$ cat config.mk
export PLATFORM = sky130hd
export DESIGN_NAME = seq_shifter
export DESIGN_NICKNAME = d
export VERILOG_FILES = /design/src/rtl/seq_shifter.sv
export SDC_FILE = /design/constraint.sdc
export NUM_CORES = 1
export LEC_CHECK = 0
export ABC_AREA = 0
export BUFFER_PORTS_ARGS = -buffer_cell sky130_fd_sc_hd__buf_2
export CORE_UTILIZATION = 30
export CTS_CLUSTER_DIAMETER = 80
export DETAILED_ROUTE_END_ITERATION = 7
export PLACE_DENSITY = 0.5
export SYNTH_ARGS = -nofsm -noshare
export SYNTH_HDL_FRONTEND = slang
export SYNTH_SLANG_ARGS = --single-unit
$ cat constraint.sdc
create_clock -name clk -period 2 [get_ports clk]
set_input_delay 0.2 -clock clk [delete_from_list [all_inputs] [get_ports clk]]
set_output_delay 0.2 -clock clk [all_outputs]
set_load 0.005 [all_outputs]
$ cat src/rtl/seq_shifter.sv
// seq_shifter: multi-cycle 8-bit shifter, one bit per clock.
// Shares the 3-bit op encoding with the combinational shifter.
package seq_shifter_pkg;

  typedef enum logic [2:0] {
    OP_NONE = 3'd0,
    OP_LSL  = 3'd1,
    OP_LSR  = 3'd2,
    OP_ASL  = 3'd3,
    OP_ASR  = 3'd4,
    OP_ROL  = 3'd5,
    OP_ROR  = 3'd6,
    OP_BAD  = 3'd7
  } op_e;

  function automatic logic [7:0] step(
    input logic [2:0] op,
    input logic [7:0] v
  );
    logic [7:0] r;
    r = v;
    case (op)
      OP_LSL,
      OP_ASL:  r = {v[6:0], 1'b0};
      OP_LSR:  r = {1'b0, v[7:1]};
      OP_ASR:  r = {v[7], v[7:1]};
      OP_ROL:  r = {v[6:0], v[7]};
      OP_ROR:  r = {v[0], v[7:1]};
      default: r = v;
    endcase
    return r;
  endfunction

  function automatic logic bad_op(
    input logic [2:0] op
  );
    return (op == OP_NONE) || (op == OP_BAD);
  endfunction

endpackage

module seq_shifter
  import seq_shifter_pkg::*;
(
  input  logic       clk,
  input  logic       rst,
  input  logic       start,
  input  logic [7:0] in,
  input  logic [2:0] sel,
  input  logic [2:0] amt,
  output logic [7:0] out,
  output logic       busy,
  output logic       done,
  output logic       err
);

  typedef enum logic [1:0] {
    IDLE  = 2'd0,
    SHIFT = 2'd1,
    DONE  = 2'd2
  } state_t;

  state_t     state;
  state_t     state_n;
  logic [2:0] op_q;
  logic [2:0] op_n;
  logic [2:0] cnt;
  logic [2:0] cnt_n;
  logic [7:0] out_n;
  logic       err_n;

  always_ff @(posedge clk) begin
    if (rst) begin
      state <= IDLE;
      op_q  <= 3'd0;
      cnt   <= 3'd0;
      out   <= 8'h00;
      err   <= 1'b0;
      busy  <= 1'b0;
      done  <= 1'b0;
    end else begin
      state <= state_n;
      op_q  <= op_n;
      cnt   <= cnt_n;
      out   <= out_n;
      err   <= err_n;
      // flags follow the next state so they stay registered
      busy  <= (state_n != IDLE);
      done  <= (state_n == DONE);
    end
  end

  always_comb begin
    state_n = state;
    op_n    = op_q;
    cnt_n   = cnt;
    out_n   = out;
    err_n   = err;
    unique case (state)
      IDLE: begin
        if (start) begin
          op_n  = sel;
          cnt_n = amt;
          out_n = in;
          err_n = 1'b0;
          if (bad_op(sel)) begin
            out_n   = 8'h00;
            err_n   = 1'b1;
            state_n = DONE;
          end else if (amt == 3'd0) begin
            state_n = DONE;
          end else begin
            state_n = SHIFT;
          end
        end
      end
      SHIFT: begin
        out_n = step(op_q, out);
        cnt_n = cnt - 3'd1;
        if (cnt == 3'd1) begin
          state_n = DONE;
        end
      end
      DONE: begin
        state_n = IDLE;
      end
      default: begin
        state_n = IDLE;
      end
    endcase
  end

endmodule

Word level (Yosys, flattened, before mapping)
Index checks and enable logic that the tools add are counted.

Flip-flop bits (word level): 19. Input bits: 17. Logic and storage cells: 46.

$add $sub $neg: 1. Equality and inequality tests: 14. Muxes and demuxes: 12. Reduce and logical (&&, ||, !) cells: 11.

Operator list (number): $pmux W8 S5 (1); $mux W8 (2); $pmux W8 S2 (1); $eq A3 B3 Y1 const B (4); $mux W2 (4); $eq A3 B1 Y1 const B (2); $eq A3 B2 Y1 const B (2); $logic_not A3 Y1 (2); $ne A6 B1 Y1 const B (1); $pmux W3 S2 (1); $ne A5 B1 Y1 const B (1); $ne A2 B2 Y1 const B (2); $pmux W2 S2 (1); $reduce_and A2 Y1 (2); $reduce_and A4 Y1 (1); $reduce_bool A2 Y1 (2); $mux W3 (1); $reduce_and A3 Y1 (1); $sub A3 B1 Y3 const B (1); $eq A2 B1 Y1 const B (1); $eq A2 B2 Y1 const B (1); $logic_not A2 Y1 (1); $reduce_or A2 Y1 (1); $logic_or A1 B1 Y1 (1); $mux W1 (1).

Depth between registers and ports, before layout
Gate-level depths: netlist of run 1.

Depth after elaboration: 6. Mapped depth: 6. Mapped depth without buffers: 5.

Worst setup path before layout of run 1
OpenSTA, ideal clock, no wires.

Path kind: register to register. From: register op_q[1]. To: register out[4]. Setup time: 0.137 ns. Arrival time: 1.312 ns. Required time: 1.863 ns. Slack: 0.551 ns. Stages on the path, launching flop included: 6. Path buffers: 1. Clock period less this slack: 1.449 ns. Path through: dfxtp_1 > buf_6 > o21bai_4 > mux2_2 > a221oi_1 > nor3_2.

Word-level cells in the longest chain between the ends: 4.

Ends and longest elaborated chain: start, declared (RTL line 65) `logic [2:0] op_q;`; start signal, assigned (RTL line 83) `op_q <= op_n;`; $eq A3 B1 Y1 or $eq A3 B2 Y1 (tied branches) (RTL line 22) `case (op)`; $reduce_or A2 Y1 (RTL line 22); $pmux W8 S5 or $ne A6 B1 Y1 (tied branches); $pmux W8 S2 or $reduce_and A3 Y1 (tied branches); end signal, assigned (RTL line 85) `out <= out_n;`; end, declared (RTL line 51) `output logic [7:0] out,`.

Several ways; a longest one is shown, not always the timed one. A chain may end at the register's enable or synchronous reset.

Final worst setup path of run 1
From: register state[0]. To: register out[7].

Word-level cells in the longest chain between the ends: 3.

Ends and longest elaborated chain: start, declared (RTL line 63) `state_t state;`; start signal, assigned (RTL line 82) `state <= state_n;`; $eq A2 B1 Y1 or $logic_not A2 Y1 (tied branches) (RTL line 99) `unique case (state)`; $ne A5 B1 Y1 (no source line) (tied with other cells); $reduce_and A4 Y1 (no source line).

Several ways; a longest one is shown, not always the timed one.

==> results.cfg, run 1 <==
[synthesis]
synthCells = 113
synth_top_cells_by_area = dfxtp_1, nor3_2, mux2_2
yosysSeqAreaShare_pct = 34.3
synth_cell_types = 42
synth_ff_type = dfxtp_1
avgSynthCellArea_um2 = 9.81
synth_fp_nets = 132
synth_seq_cells = 19
synth_area_um2 = 1110
synthArstFlopShare_pct = 0
synthDominantCellAreaShare_pct = 34.3
yosys.area.top_type = dfxtp_1
synth_warnings = 0
synth-edff-count = 0

[global_routing]
antenna_found_initial = 0
grt_start_max_net_pins = 20
grt_pass1_vias = 868
grt-ovfl-total = 0
grt_first_pass_wirelength_um = 4110
track_usage_pct = 13.3

[finish]
syn2layout_area_growth_pct = 18.2
mostFrequentLayoutCells = buf_2, dfxtp_1, nor2_1, inv_1
final_common_cell = buf_2
post-route-cell-area_um2 = 1310
fin_nets = 158
drive_above_1_share_pct = 40.6
antenna_cells = 0

[floorplan]
ios = 28
coreArea_um2 = 3440
start_util_pct = 32.2
rows = 21
dieArea_um2 = 3940
dieHeight_um = 62.8
dieWidth_um = 62.8

[critical_path]
crit_start = state[0]
r2r_end = out[7]
critPathKind = reg2reg
start_kind = flip-flop
rr_worst_depth = 4
crit_path_end_kind = flip-flop
r2r_setup_slack_ns = 0.30
setup.worst_path.end = out[7]
crit_fanout = 14
arrival_ns = 1.83
worstPathRequired_ns = 2.13
rr_startpoint = state[0]

[power_and_ir_drop]
seq_power_share_pct = 45.2
powerDensity_nw_per_um2 = 792
p_int_mw = 0.709
power.leakage_nw = 0.538
switchingPower_mw = 0.329
peakVddDrop_mv = 0.210
clkPwrFrac_pct = 26.1
swShare_pct = 31.7
combPwrFrac_pct = 28.7

[clocking]
cts_made_buffers = 3
htree_levels = 1
cts_setup_buffers = 0
post_cts_resized = 0
cts_root_buf = clkbuf_8
cts_tree = built
path_clk_slew_ns = 0.07
clk_latency_ns = 0.25
cts_sinks = 19
cts_hold_buf = 0
clock_path_buffers = 2

[sta]
worstMarginPinSlew_ns = 0.440
setup_viol = 0
hold_viol_final = 0
finalCritPeriodShare_pct = 85.0
whs_ns = 0.217
rsz0062_at_grt = no
skew_ns = 0.00292
finalMaxSlewViolations = 0
maxSlewHeadroom_pct = 70.7
min_period_ns = 1.70
tns_ns = 0
fmax_mhz = 588

[route]
wl_per_cell_um = 13.4
vias_per_cell = 5.09
finalWirelength_um = 2470
drtIter0Drc = 29
vias = 937
detail-route-antenna-nets = 0
drc = 0
firstDrtPassIters = 4

[place]
dp_hpwl_um = 1860
portBuffers = 27
place_area_um2 = 1260
place_congestion = 0.769

[outcome]
status = finished, final reports clean

[min_path]
min_path_type = in2reg
hold_start = sel[2]

[job]
max-cap-violations = 0
## logic make-up after synthesis
group / after synthesis / synth area share, %
DFF: 19 / 34.3
adders and majority gates: 2 / 2.26
muxes: 9 / 8.80
buffers and inverters: 14 / 6.32
AOI/OAI and AO/OA: 29 / 23.4
and+or+nand+nor: 40 / 24.9
## metrics by stage
stage / worst slack, ns / power, mW / utilization [%] / std cells
2_1_floorplan: 0.551 / 0.695 / - / 113
3_3_place_gp: 0.355 / 0.776 / 36.8 / 180
3_5_place_dp: 0.303 / 0.780 / 36.8 / 180
4_1_cts: 0.283 / 1.06 / 38.1 / 184
5_1_grt: 0.135 / 1.11 / 38.1 / 184
6_report: 0.300 / 1.04 / 38.1 / 184
## cell type report
class,count,area (µm²)
Clock buffer,4,45.0
Multi-Input combinational cell,80,658
Fill cell,360,2130
Inverter,7,26.3
Sequential cell,19,380
Tap cell,46,57.6
Timing Repair Buffer,28,143
## worst min-delay path by stage
stage | end | cells after the start
finish | op_q[2] | 3
global route | op_q[2] | 3
CTS | op_q[1] | 3
detailed placement | cnt[2] | 2
global placement | cnt[2] | 2
floorplan | op_q[0] | 2
## cells in the mapped netlist (3+ instances only)
cell type and n:
nand2_1 3, nor3_2 6, a21oi_1 6, dfxtp_1 19
a211oi_1 4, nor2_1 12, inv_1 7, mux2_2 4
a221oi_1 4, mux2i_1 3
## power by group through the flow
stage	registers, mW	clock network (mW)	logic (mW)
3_5_place_dp	0.479	0	0.301
3_3_place_gp	0.477	0	0.299
6_report	0.469	0.271	0.298
4_1_cts	0.470	0.285	0.302
5_1_grt	0.477	0.303	0.332
2_1_floorplan	0.461	0	0.234
## sequential cells by signal, summed over array words and instances (netlist names)
name	cells
out	8
cnt	3
op_q	3
state	2
busy	1
done	1
err	1
## per-layer routing
metal	global-route usage [%]	wire (µm)
met1	17.9	1200
met2	20.1	1140
met3	2.92	117
met4	6.10	18
met5	0	0
## worst max-delay path, stage by stage, from the launching register on
cell,delay [ns]
dfxtp_1,0.50
and2b_2,0.40
a31oi_1,0.20
a2111oi_2,0.40
a211oi_2,0.08
Power figures use the tool's default switching activity.
==> run 2: changes to the inputs <==
GPL_ROUTABILITY_DRIVEN = 0   (was not set)
REMOVE_ABC_BUFFERS = 1   (was not set)
==> run 2 against run 1 <==
Die area stayed put. Final area stayed put. First-iteration DRC count is 6.9% higher. Utilization stayed put. Power hardly changed. Critical path depth stayed put. Register-to-register slack hardly changed. Via count is 2.7% lower. Sequential cell count stayed put. Clock power hardly changed. Combinational power hardly changed.
==> results.cfg, run 2 (synthesis results as in run 1) <==
[critical_path]
path_cells = and2b_2 -> a31oi_1 -> a2111oi_2 -> a211oi_2
r2r_end = out[7]
r2r_setup_slack_ns = 0.29
critPathMaxStageDelay_ns = 0.50
start_kind = flip-flop
crit_fanout = 14
crit_slowest_cell = dfxtp_1
crit_path_end_kind = flip-flop
worstPathRequired_ns = 2.13
rr_startpoint = state[0]
rr_worst_depth = 4
timing.critical_path.buf_inv = 0
cp_top_family = compound AO/OA/AOI/OAI gates
arrival_ns = 1.83
critPathKind = reg2reg

[global_routing]
grt_start_max_net_pins = 20
track_usage_pct = 14.2
antenna_found_initial = 0
grt_first_pass_wirelength_um = 4410
grt_pass1_vias = 901
grt-ovfl-total = 0

[finish]
syn2layout_area_growth_pct = 18.2
largest_reg_flops = 8
drive_above_1_share_pct = 40.6
final_common_cell = buf_2
top_regs = out x8, cnt x3, op_q x3
regMostFlops = out
mostFrequentLayoutCells = buf_2, dfxtp_1, nor2_1, inv_1
final_core_util_pct = 38.1
antenna_cells = 0
instances_no_fill = 184
fin_nets = 158

[power_and_ir_drop]
clkPwrFrac_pct = 25.9
combPwrFrac_pct = 28.8
peakVddDrop_mv = 0.273
powerDensity_nw_per_um2 = 792
seq_power_share_pct = 45.3
p_int_mw = 0.709
switchingPower_mw = 0.329
power.leakage_nw = 0.538
swShare_pct = 31.7
power_mw = 1.04

[floorplan]
coreArea_um2 = 3440
start_util_pct = 32.2
ios = 28
rows = 21
dieWidth_um = 62.8
dieHeight_um = 62.8
dieArea_um2 = 3940

[min_path]
min_path_type = in2reg
whs_path_depth = 3
hold_start = sel[0]
hold_end = op_q[0]

[clocking]
path_clk_slew_ns = 0.07
cts_tree = built
cts_root_buf = clkbuf_8
cts_sinks = 19
cts_made_buffers = 3
cts_hold_buf = 0
htree_levels = 1
clock_path_buffers = 2
post_cts_resized = 0
clk_latency_ns = 0.25
cts_setup_buffers = 0

[sta]
min_period_ns = 1.71
finalCritPeriodShare_pct = 85.3
maxSlewHeadroom_pct = 69.5
skew_ns = 0.00275
tns_ns = 0
finalMaxSlewViolations = 0
worstMarginPinSlew_ns = 0.457
setup_viol = 0
fmax_mhz = 586
rsz0062_at_grt = no
hold_viol_final = 0

[place]
portBuffers = 27
place_inst = 180
dp_hpwl_um = 1810

[route]
wl_per_cell_um = 13.6
firstDrtPassIters = 4
vias = 912
drc = 0
finalWirelength_um = 2500
drtIter0Drc = 31
detail-route-antenna-nets = 0
vias_per_cell = 4.96

[job]
max-cap-violations = 0

[outcome]
status = finished, final reports clean
-- run 2: worst reg2reg max path: cells and delay by family, from the launching register on --
kind | cells | cell delay [ns]
AOI/OAI and AO/OA | 3 | 0.67
DFF | 1 | 0.50
and+or+nand+nor | 1 | 0.41
-- run 2: through the flow --
| step | area, µm² | worst slack (ns) | hold slack, ns |
|---|---|---|---|
| after floorplan | 1060 | 0.369 | 0.265 |
| after global placement | 1260 | 0.344 | 0.464 |
| after detailed placement | 1260 | 0.299 | 0.468 |
| after CTS | 1310 | 0.285 | 0.211 |
| after global routing | 1310 | 0.105 | 0.231 |
| final | 1310 | 0.295 | 0.215 |
-- run 2: cell type report --
cell class / instances / area, µm²
Fill cell: 363 / 2130
Clock buffer: 4 / 45.0
Tap cell: 46 / 57.6
Timing Repair Buffer: 28 / 143
Sequential cell: 19 / 380
Multi-Input combinational cell: 80 / 658
Inverter: 7 / 26.3
-- run 2: how the worst max path moves through the flow --
stage	end	cells past startpoint	start	slack, ns
after floorplan	out[7]	4	state[0]	0.37
after global placement	out[7]	4	state[0]	0.34
after detailed placement	out[7]	4	state[0]	0.30
after CTS	out[7]	4	state[0]	0.29
after global routing	out[7]	4	state[0]	0.11
final	out[7]	4	state[0]	0.29
-- run 2: routing by layer --
metal,part of all wire [%],track usage [%]
met5,0,0
met4,0.80,6.10
met3,3.9,2.92
met2,44,20.4
met1,51,20.4
-- run 2: power by group through the flow --
| stage | Clock, mW | Combinational, mW | Sequential [mW] |
|---|---|---|---|
| final | 0.269 | 0.299 | 0.470 |
| after detailed placement | 0 | 0.303 | 0.478 |
| after global routing | 0.298 | 0.334 | 0.480 |
| after CTS | 0.285 | 0.303 | 0.470 |
| after floorplan | 0 | 0.208 | 0.469 |
| after global placement | 0 | 0.298 | 0.476 |
